==> config.mk <==
export PLATFORM = sky130hd
export DESIGN_NAME = pwm_alarm_ctrl
export DESIGN_NICKNAME = d
export VERILOG_FILES = /design/src/rtl/alarm_pkg.sv /design/src/rtl/alarm_timer.sv /design/src/rtl/pwm_alarm_ctrl.sv
export SDC_FILE = /design/constraint.sdc
export NUM_CORES = 1
export LEC_CHECK = 0
export BUFFER_PORTS_ARGS = -buffer_cell sky130_fd_sc_hd__buf_4
export CAP_MARGIN = 20
export CELL_PAD_IN_SITES_DETAIL_PLACEMENT = 1
export CELL_PAD_IN_SITES_GLOBAL_PLACEMENT = 2
export CORE_ASPECT_RATIO = 1.75
export CORE_UTILIZATION = 29
export CTS_CLUSTER_SIZE = 30
export DETAILED_ROUTE_END_ITERATION = 6
export GPL_TIMING_DRIVEN = 0
export PLACE_DENSITY = 0.72
export SETUP_SLACK_MARGIN = 0.15
export SLEW_MARGIN = 15
export SYNTH_ARGS = -nofsm -noshare
export SYNTH_HDL_FRONTEND = slang
export SYNTH_SLANG_ARGS = --single-unit
==> constraint.sdc <==
create_clock -name clk -period 3.6 [get_ports clk]
set_input_delay 0.54 -clock clk [delete_from_list [all_inputs] [get_ports clk]]
set_output_delay 0.54 -clock clk [all_outputs]
set_load 0.02 [all_outputs]
==> src/rtl/alarm_pkg.sv <==
// alarm_pkg: shared state encoding, default timing constants and saturating helpers
package alarm_pkg;

    typedef enum logic [2:0] {IDLE, PREVIEW, BEEP_ON, BEEP_OFF, PAUSE} alarm_state_t;

    localparam int DEF_DUTY_W         = 8;
    localparam int DEF_DUTY_STEP      = 16;
    localparam int DEF_ON_CYCLES      = 1000;
    localparam int DEF_OFF_CYCLES     = 1000;
    localparam int DEF_BEEPS          = 3;
    localparam int DEF_PAUSE_CYCLES   = 4000;
    localparam int DEF_MAX_ROUNDS     = 8;
    localparam int DEF_PREVIEW_CYCLES = 2000;
    localparam int DEF_RAMP_DIV       = 4;

    function automatic int unsigned sat_add(input int unsigned a, input int unsigned b,
                                            input int unsigned lim);
        return (a + b > lim) ? lim : a + b;
    endfunction

    function automatic int unsigned sat_sub(input int unsigned a, input int unsigned b);
        return (a > b) ? a - b : 0;
    endfunction

endpackage

==> src/rtl/alarm_timer.sv <==
// alarm_timer: loadable down-counter, done while the count sits at zero
module alarm_timer #(
    parameter int W = 8
) (
    input  logic         clk,
    input  logic         rst,
    input  logic         load,
    input  logic [W-1:0] load_val,
    output logic         done
);

    logic [W-1:0] cnt_q, cnt_d;

    always_comb begin
        cnt_d = load ? load_val : (cnt_q != '0) ? cnt_q - 1'b1 : cnt_q;
    end

    always_ff @(posedge clk or negedge rst) begin
        if (!rst) cnt_q <= '0;
        else      cnt_q <= cnt_d;
    end

    assign done = cnt_q == '0;

endmodule

==> src/rtl/pwm_alarm_ctrl.sv <==
// pwm_alarm_ctrl: user level preview and alarm beep cadence for pwm; ALARM_RAMP_EN adds a per-beep duty ramp
module pwm_alarm_ctrl
    import alarm_pkg::*;
#(
    parameter int DUTY_W         = DEF_DUTY_W,
    parameter int DUTY_STEP      = DEF_DUTY_STEP,
    parameter int ON_CYCLES      = DEF_ON_CYCLES,
    parameter int OFF_CYCLES     = DEF_OFF_CYCLES,
    parameter int BEEPS          = DEF_BEEPS,
    parameter int PAUSE_CYCLES   = DEF_PAUSE_CYCLES,
    parameter int MAX_ROUNDS     = DEF_MAX_ROUNDS,
    parameter int PREVIEW_CYCLES = DEF_PREVIEW_CYCLES,
    parameter int RAMP_DIV       = DEF_RAMP_DIV
) (
    input  logic              clk,
    input  logic              rst,
    input  logic              incr_req,
    input  logic              decr_req,
    input  logic              alarm_trig,
    input  logic              alarm_ack,
    output logic [DUTY_W-1:0] duty,
    output logic              pwm_en,
    output logic [DUTY_W-1:0] level,
    output logic              alarm_active
);

    localparam int MAX_A   = ON_CYCLES > OFF_CYCLES ? ON_CYCLES : OFF_CYCLES;
    localparam int MAX_B   = PAUSE_CYCLES > PREVIEW_CYCLES ? PAUSE_CYCLES : PREVIEW_CYCLES;
    localparam int MAX_CYC = MAX_A > MAX_B ? MAX_A : MAX_B;
    localparam int TW      = $clog2(MAX_CYC) + 1;
    localparam int BW      = $clog2(BEEPS + 1);
    localparam int RW      = $clog2(MAX_ROUNDS + 2);

    localparam logic [TW-1:0] T_ON    = TW'(ON_CYCLES - 1);
    localparam logic [TW-1:0] T_OFF   = TW'(OFF_CYCLES - 1);
    localparam logic [TW-1:0] T_PAUSE = TW'(PAUSE_CYCLES - 1);
    localparam logic [TW-1:0] T_PRV   = TW'(PREVIEW_CYCLES - 1);
    localparam logic [BW-1:0] BEEPS_L  = BW'(BEEPS);
    localparam logic [RW-1:0] ROUNDS_L = RW'(MAX_ROUNDS);

    if (BEEPS < 1 || RAMP_DIV < 1) begin : g_bad_param
        $error("pwm_alarm_ctrl: BEEPS and RAMP_DIV must be at least 1");
    end

    alarm_state_t      state_q, state_d;
    logic [BW-1:0]     beep_q, beep_d;
    logic [RW-1:0]     round_q, round_d;
    logic [DUTY_W-1:0] level_q, level_d;
    logic [DUTY_W-1:0] duty_q, duty_d;
    logic              pwm_en_q, pwm_en_d;
    logic              active_q, active_d;
    logic              load, done, adj, active;
    logic [TW-1:0]     load_val;

    alarm_timer #(.W(TW)) u_timer (
        .clk      (clk),
        .rst      (rst),
        .load     (load),
        .load_val (load_val),
        .done     (done)
    );

    always_comb begin
        adj     = incr_req | decr_req;
        active  = state_q == BEEP_ON || state_q == BEEP_OFF || state_q == PAUSE;
        state_d = state_q;
        beep_d  = beep_q;
        round_d = round_q;
        load    = 1'b0;
        load_val = '0;
        case (state_q)
            IDLE, PREVIEW: begin
                if (alarm_trig) begin
                    state_d  = BEEP_ON;
                    load     = 1'b1;
                    load_val = T_ON;
                    beep_d   = '0;
                    round_d  = '0;
                end else if (adj) begin
                    state_d  = PREVIEW;
                    load     = 1'b1;
                    load_val = T_PRV;
                end else if (state_q == PREVIEW && done) begin
                    state_d = IDLE;
                end
            end
            BEEP_ON: begin
                if (done) begin
                    state_d  = BEEP_OFF;
                    load     = 1'b1;
                    load_val = T_OFF;
                end
            end
            BEEP_OFF: begin
                if (done) begin
                    beep_d   = beep_q + 1'b1;
                    load     = 1'b1;
                    state_d  = (beep_d == BEEPS_L) ? PAUSE : BEEP_ON;
                    load_val = (beep_d == BEEPS_L) ? T_PAUSE : T_ON;
                end
            end
            PAUSE: begin
                if (done) begin
                    beep_d  = '0;
                    round_d = round_q + 1'b1;
                    if (MAX_ROUNDS != 0 && round_d == ROUNDS_L) begin
                        state_d = IDLE;
                        round_d = '0;
                    end else begin
                        state_d  = BEEP_ON;
                        load     = 1'b1;
                        load_val = T_ON;
                    end
                end
            end
            default: state_d = IDLE;
        endcase
        // acknowledge wins over every other event once the alarm runs
        if (alarm_ack && active) begin
            state_d = IDLE;
            beep_d  = '0;
            round_d = '0;
            load    = 1'b0;
        end
    end

    always_comb begin
        level_d  = (incr_req && !decr_req) ? DUTY_W'(sat_add(32'(level_q), DUTY_STEP, 2**DUTY_W - 1)) :
                   (decr_req && !incr_req) ? DUTY_W'(sat_sub(32'(level_q), DUTY_STEP)) : level_q;
        pwm_en_d = state_q == PREVIEW || state_q == BEEP_ON;
        active_d = active;
    end

`ifdef ALARM_RAMP_EN
    localparam int DW = $clog2(RAMP_DIV + 1);
    localparam logic [DW-1:0] DIV_LAST = DW'(RAMP_DIV - 1);

    logic [DUTY_W-1:0] ramp_q, ramp_d;
    logic [DW-1:0]     div_q, div_d;

    always_comb begin
        ramp_d = ramp_q;
        div_d  = div_q;
        if (state_d == BEEP_ON && state_q != BEEP_ON) begin
            ramp_d = '0;
            div_d  = '0;
        end else if (state_q == BEEP_ON) begin
            div_d  = (div_q == DIV_LAST) ? '0 : div_q + 1'b1;
            ramp_d = (div_q == DIV_LAST) ? DUTY_W'(sat_add(32'(ramp_q), DUTY_STEP, 32'(level_q))) : ramp_q;
        end
        duty_d = (state_q == PREVIEW) ? level_q :
                 (state_q == BEEP_ON) ? ((ramp_q < level_q) ? ramp_q : level_q) : '0;
    end

    always_ff @(posedge clk or negedge rst) begin
        if (!rst) begin
            ramp_q <= '0;
            div_q  <= '0;
        end else begin
            ramp_q <= ramp_d;
            div_q  <= div_d;
        end
    end
`else
    always_comb begin
        duty_d = pwm_en_d ? level_q : '0;
    end
`endif

    always_ff @(posedge clk or negedge rst) begin
        if (!rst) begin
            state_q  <= IDLE;
            beep_q   <= '0;
            round_q  <= '0;
            level_q  <= DUTY_W'(2**(DUTY_W - 1));
            duty_q   <= '0;
            pwm_en_q <= 1'b0;
            active_q <= 1'b0;
        end else begin
            state_q  <= state_d;
            beep_q   <= beep_d;
            round_q  <= round_d;
            level_q  <= level_d;
            duty_q   <= duty_d;
            pwm_en_q <= pwm_en_d;
            active_q <= active_d;
        end
    end

    assign duty         = duty_q;
    assign pwm_en       = pwm_en_q;
    assign level        = level_q;
    assign alarm_active = active_q;

endmodule

==> impl_metrics.json <==
{
  "synth_largest_area_cell": "sky130_fd_sc_hd__dfrtp_1",
  "synth-async-reset-ratio": 1.00,
  "htree_levels": 2,
  "grt_util_met2": 0.316,
  "slew_viol_final": 0,
  "overall_routing_resource_usage": 0.160,
  "cts_hold_buffers": 0,
  "layout.nets": 269,
  "clock.fmax_ghz": 0.429,
  "clock-root-buffer": "sky130_fd_sc_hd__clkbuf_16",
  "detailedPlace.worstSlack_ns": 1.31,
  "io-pin-count": 24,
  "detailedPlacementHpwl_um": 4160,
  "crit_type": "flop to flop",
  "tritoncts": "yes",
  "synth_area_sq_um": 2140,
  "grt_pass1_wl_um": 9000,
  "design.die.area_sq_um": 7730,
  "max_cap_viol": 0,
  "setup.worst_path.end_class": "flop",
  "netlist-cell-type-count": 61,
  "routabilityCongestion": 0.710,
  "failed_checks": "DRC",
  "clock-sinks": 34,
  "layout.area.seq_sq_um": 852,
  "power.density_nw_per_um2": 762,
  "diodes": 0,
  "ys_ff_latch": 34,
  "timing.final.ws_setup_ns": 1.27,
  "yosys-top-cells-area": "sky130_fd_sc_hd__dfrtp_1 39%, sky130_fd_sc_hd__ha_1 5.9%, sky130_fd_sc_hd__nand2_1 3.7%",
  "synth_edf_count": 0,
  "cts_post_setup_buffers_inserted": 0,
  "cts-resized-gates": 0,
  "dieHeight_um": 116,
  "totalNegativeSetupSlack_ns": 0,
  "p_leak_nw": 1.12,
  "via_density": 5.11,
  "globalRoute.busiestLayer": "met2",
  "syn_nets": 239,
  "fp.coreArea_sq_um": 7180,
  "grt_max_degree": 35,
  "drtAntennaViolNets": 0,
  "fillerInstances": 871,
  "drt_iter0_markers": 89,
  "slew-limit-headroom": 0.513,
  "setup_viol_count_final": 0,
  "cts_buffers": 5,
  "critPathRequiredTime_ns": 3.81,
  "clk_pin_slew_worst_paths_ns": 0.06,
  "syn-instance-count": 223,
  "grt_setup_unrepaired": "no",
  "holdCritPathClass": "input port to async pin",
  "finClkSkew_ns": 0.00684,
  "initial_core_util": 0.297,
  "globalRouteMet3Util": 0.0354,
  "post-route-util": 0.356,
  "grt_remaining_overflow": 0,
  "antenna_found_initial": 0,
  "ys_dominant_reg_cell": "sky130_fd_sc_hd__dfrtp_1",
  "horizontal_die_dimension_um": 66.9,
  "worstMarginPinSlew_ns": 0.725,
  "routed-via-count": 1739,
  "report.final.hold_viol_count": 0,
  "post_syn_area_per_cell_sq_um": 9.58,
  "synth-seq-area-share": 0.399,
  "finalWorstPathRequiredPeriod_ns": 2.33,
  "cp_max_fo": 10,
  "placement_rows": 41,
  "clock_insertion_delay_worst_skew_ns": 0.29,
  "crit_path_start_kind": "flop",
  "final_layout_size_suffix_gt1_frac": 0.209,
  "max-clock-path-buffers": 2,
  "numPortBuffers": 23,
  "synthDominantCellAreaShare": 0.387,
  "run_status": "finished with violations",
  "routed_wl_um": 5470,
  "vdd_ir_drop_max_uv": 366,
  "multiInputGateArea_sq_um": 1140,
  "syn2layout_area_growth_pct": 19.6,
  "critPathArrivalTime_ns": 2.54,
  "firstDrtPassIters": 6,
  "number_of_drc_violations_after_detailed_routing": 2,
  "grt_pass1_vias": 1812,
  "period_share": 0.648,
  "grt_util_met1": 0.148,
  "ys.warnings.count": 0,
  "wl_per_cell_um": 16.1
}
[cell families after synthesis]
group,synth area share
and+or+nand+nor,0.243
xor gates and xnor gates,0.0328
DFF,0.399
muxes,0.0246
buffers and inverters,0.0674
adders and majority gates,0.0586
AOI/OAI and AO/OA,0.175
[report_power, final]
part           switching, mW  internal (mW)  total, mW
registers              0.119          0.501      0.619
clock network          0.163          0.254      0.417
logic                  0.512          0.399      0.910
[cell type report]
cell class / instances / area share
clock buffer: 6 / 0.0504
multi-input combinational: 163 / 0.446
sequential: 34 / 0.333
timing repair buffer: 23 / 0.0676
buffer: 16 / 0.0416
tap: 86 / 0.0421
clock inverter: 2 / 0.00392
inverter: 10 / 0.0147
[cells in the final DEF, fill, tap and decap left out, drive strengths merged, types with 2 or more instances in the layout]
cell and instances:
a211oi 2, a21boi 3, a21o 2, a21oi 14, a31oi 3, a32o 2
and2 4, and3 3, buf 33, clkbuf 12, clkinv 2, dfrtp 33
ha 10, inv 10, mux2 2, mux2i 3, nand2 21, nand2b 2
nand3 8, nand4 2, nand4b 2, nor2 12, nor2b 5, nor3 10
nor3b 2, nor4 3, o211ai 2, o21ai 13, o22ai 2, o31ai 3
or3 3, or3b 3, xnor2 5, xor2 3
[sequential cells by signal (all words and copies together) (netlist names)]
name / count
round_q: 4
beep_q: 2
pwm_en: 1
duty: 5
level: 5
state_q: 3
u_timer.cnt_q: 13
alarm_active: 1
[cells in the mapped netlist, types with 2 or more instances]
library cell and n:
sky130_fd_sc_hd__nand2b_1 2, sky130_fd_sc_hd__a21oi_1 14, sky130_fd_sc_hd__a31oi_1 3, sky130_fd_sc_hd__nor2_1 11, sky130_fd_sc_hd__and3_1 3, sky130_fd_sc_hd__buf_4 6
sky130_fd_sc_hd__clkbuf_1 6, sky130_fd_sc_hd__nor3_1 8, sky130_fd_sc_hd__xnor2_1 5, sky130_fd_sc_hd__nor4_1 2, sky130_fd_sc_hd__mux2_1 2, sky130_fd_sc_hd__dfrtp_1 33
sky130_fd_sc_hd__nand3_1 8, sky130_fd_sc_hd__inv_1 10, sky130_fd_sc_hd__a21boi_1 2, sky130_fd_sc_hd__mux2i_1 3, sky130_fd_sc_hd__xor2_1 3, sky130_fd_sc_hd__buf_6 3
sky130_fd_sc_hd__nor2b_1 5, sky130_fd_sc_hd__a32o_1 2, sky130_fd_sc_hd__o31ai_1 3, sky130_fd_sc_hd__o211ai_1 2, sky130_fd_sc_hd__nand2_1 21, sky130_fd_sc_hd__o22ai_1 2
sky130_fd_sc_hd__and2_1 4, sky130_fd_sc_hd__a211oi_1 2, sky130_fd_sc_hd__nand4b_1 2, sky130_fd_sc_hd__or3_1 3, sky130_fd_sc_hd__or3b_1 2, sky130_fd_sc_hd__o21ai_0 9
sky130_fd_sc_hd__o21ai_1 3, sky130_fd_sc_hd__ha_1 10
[worst max-delay path, stage by stage, from the launching register on]
cell and delay, ns:
sky130_fd_sc_hd__dfrtp_1 0.41, sky130_fd_sc_hd__clkbuf_1 0.38, sky130_fd_sc_hd__inv_1 0.15, sky130_fd_sc_hd__ha_1 0.23, sky130_fd_sc_hd__nor4bb_1 0.27, sky130_fd_sc_hd__nand3_1 0.10, sky130_fd_sc_hd__a21boi_0 0.38, sky130_fd_sc_hd__a211oi_1 0.15
sky130_fd_sc_hd__a21oi_1 0.18
[metrics by stage]
step / instance area, sq um / std cells / hold slack [ns] / total power [mW]
final: 2550 / 340 / 0.196 / 1.95
after global routing: 2550 / 340 / 0.234 / 2.08
after CTS: 2550 / 340 / 0.219 / 1.97
after detailed placement: 2420 / 332 / 0.479 / 1.54
after global placement: 2420 / 332 / 0.469 / 1.53
after floorplan: 2140 / 223 / 0.244 / 1.23
[layer usage]
| layer | share of wire | vias up |
|---|---|---|
| met2 | 0.58 | 14 |
| met4 | 0.023 | 0 |
| met5 | 0 | - |
| met3 | 0.019 | 7 |
| li1 | - | 853 |
| met1 | 0.38 | 865 |
[final timing paths]
path / depth (start not counted) / slack [ns] / to / from
setup / recovery: 8 / 1.27 / level[5]$_DFFE_PN0P_ / level[4]$_DFFE_PN0P_
hold / removal: 1 / 0.20 / u_timer.cnt_q[12]$_DFFE_PN0P_ / rst
setup reg to reg: 8 / 1.27 / level[5]$_DFFE_PN0P_ / level[4]$_DFFE_PN0P_
hold reg to reg: 1 / 0.49 / beep_q[0]$_DFFE_PN0P_ / beep_q[0]$_DFFE_PN0P_
max in group asynchronous: 1 / 3.04 / level[7]$_DFFE_PN1P_ / rst
min in group clk: 1 / 0.49 / beep_q[0]$_DFFE_PN0P_ / beep_q[0]$_DFFE_PN0P_
(Power assumes the default switching activity.)
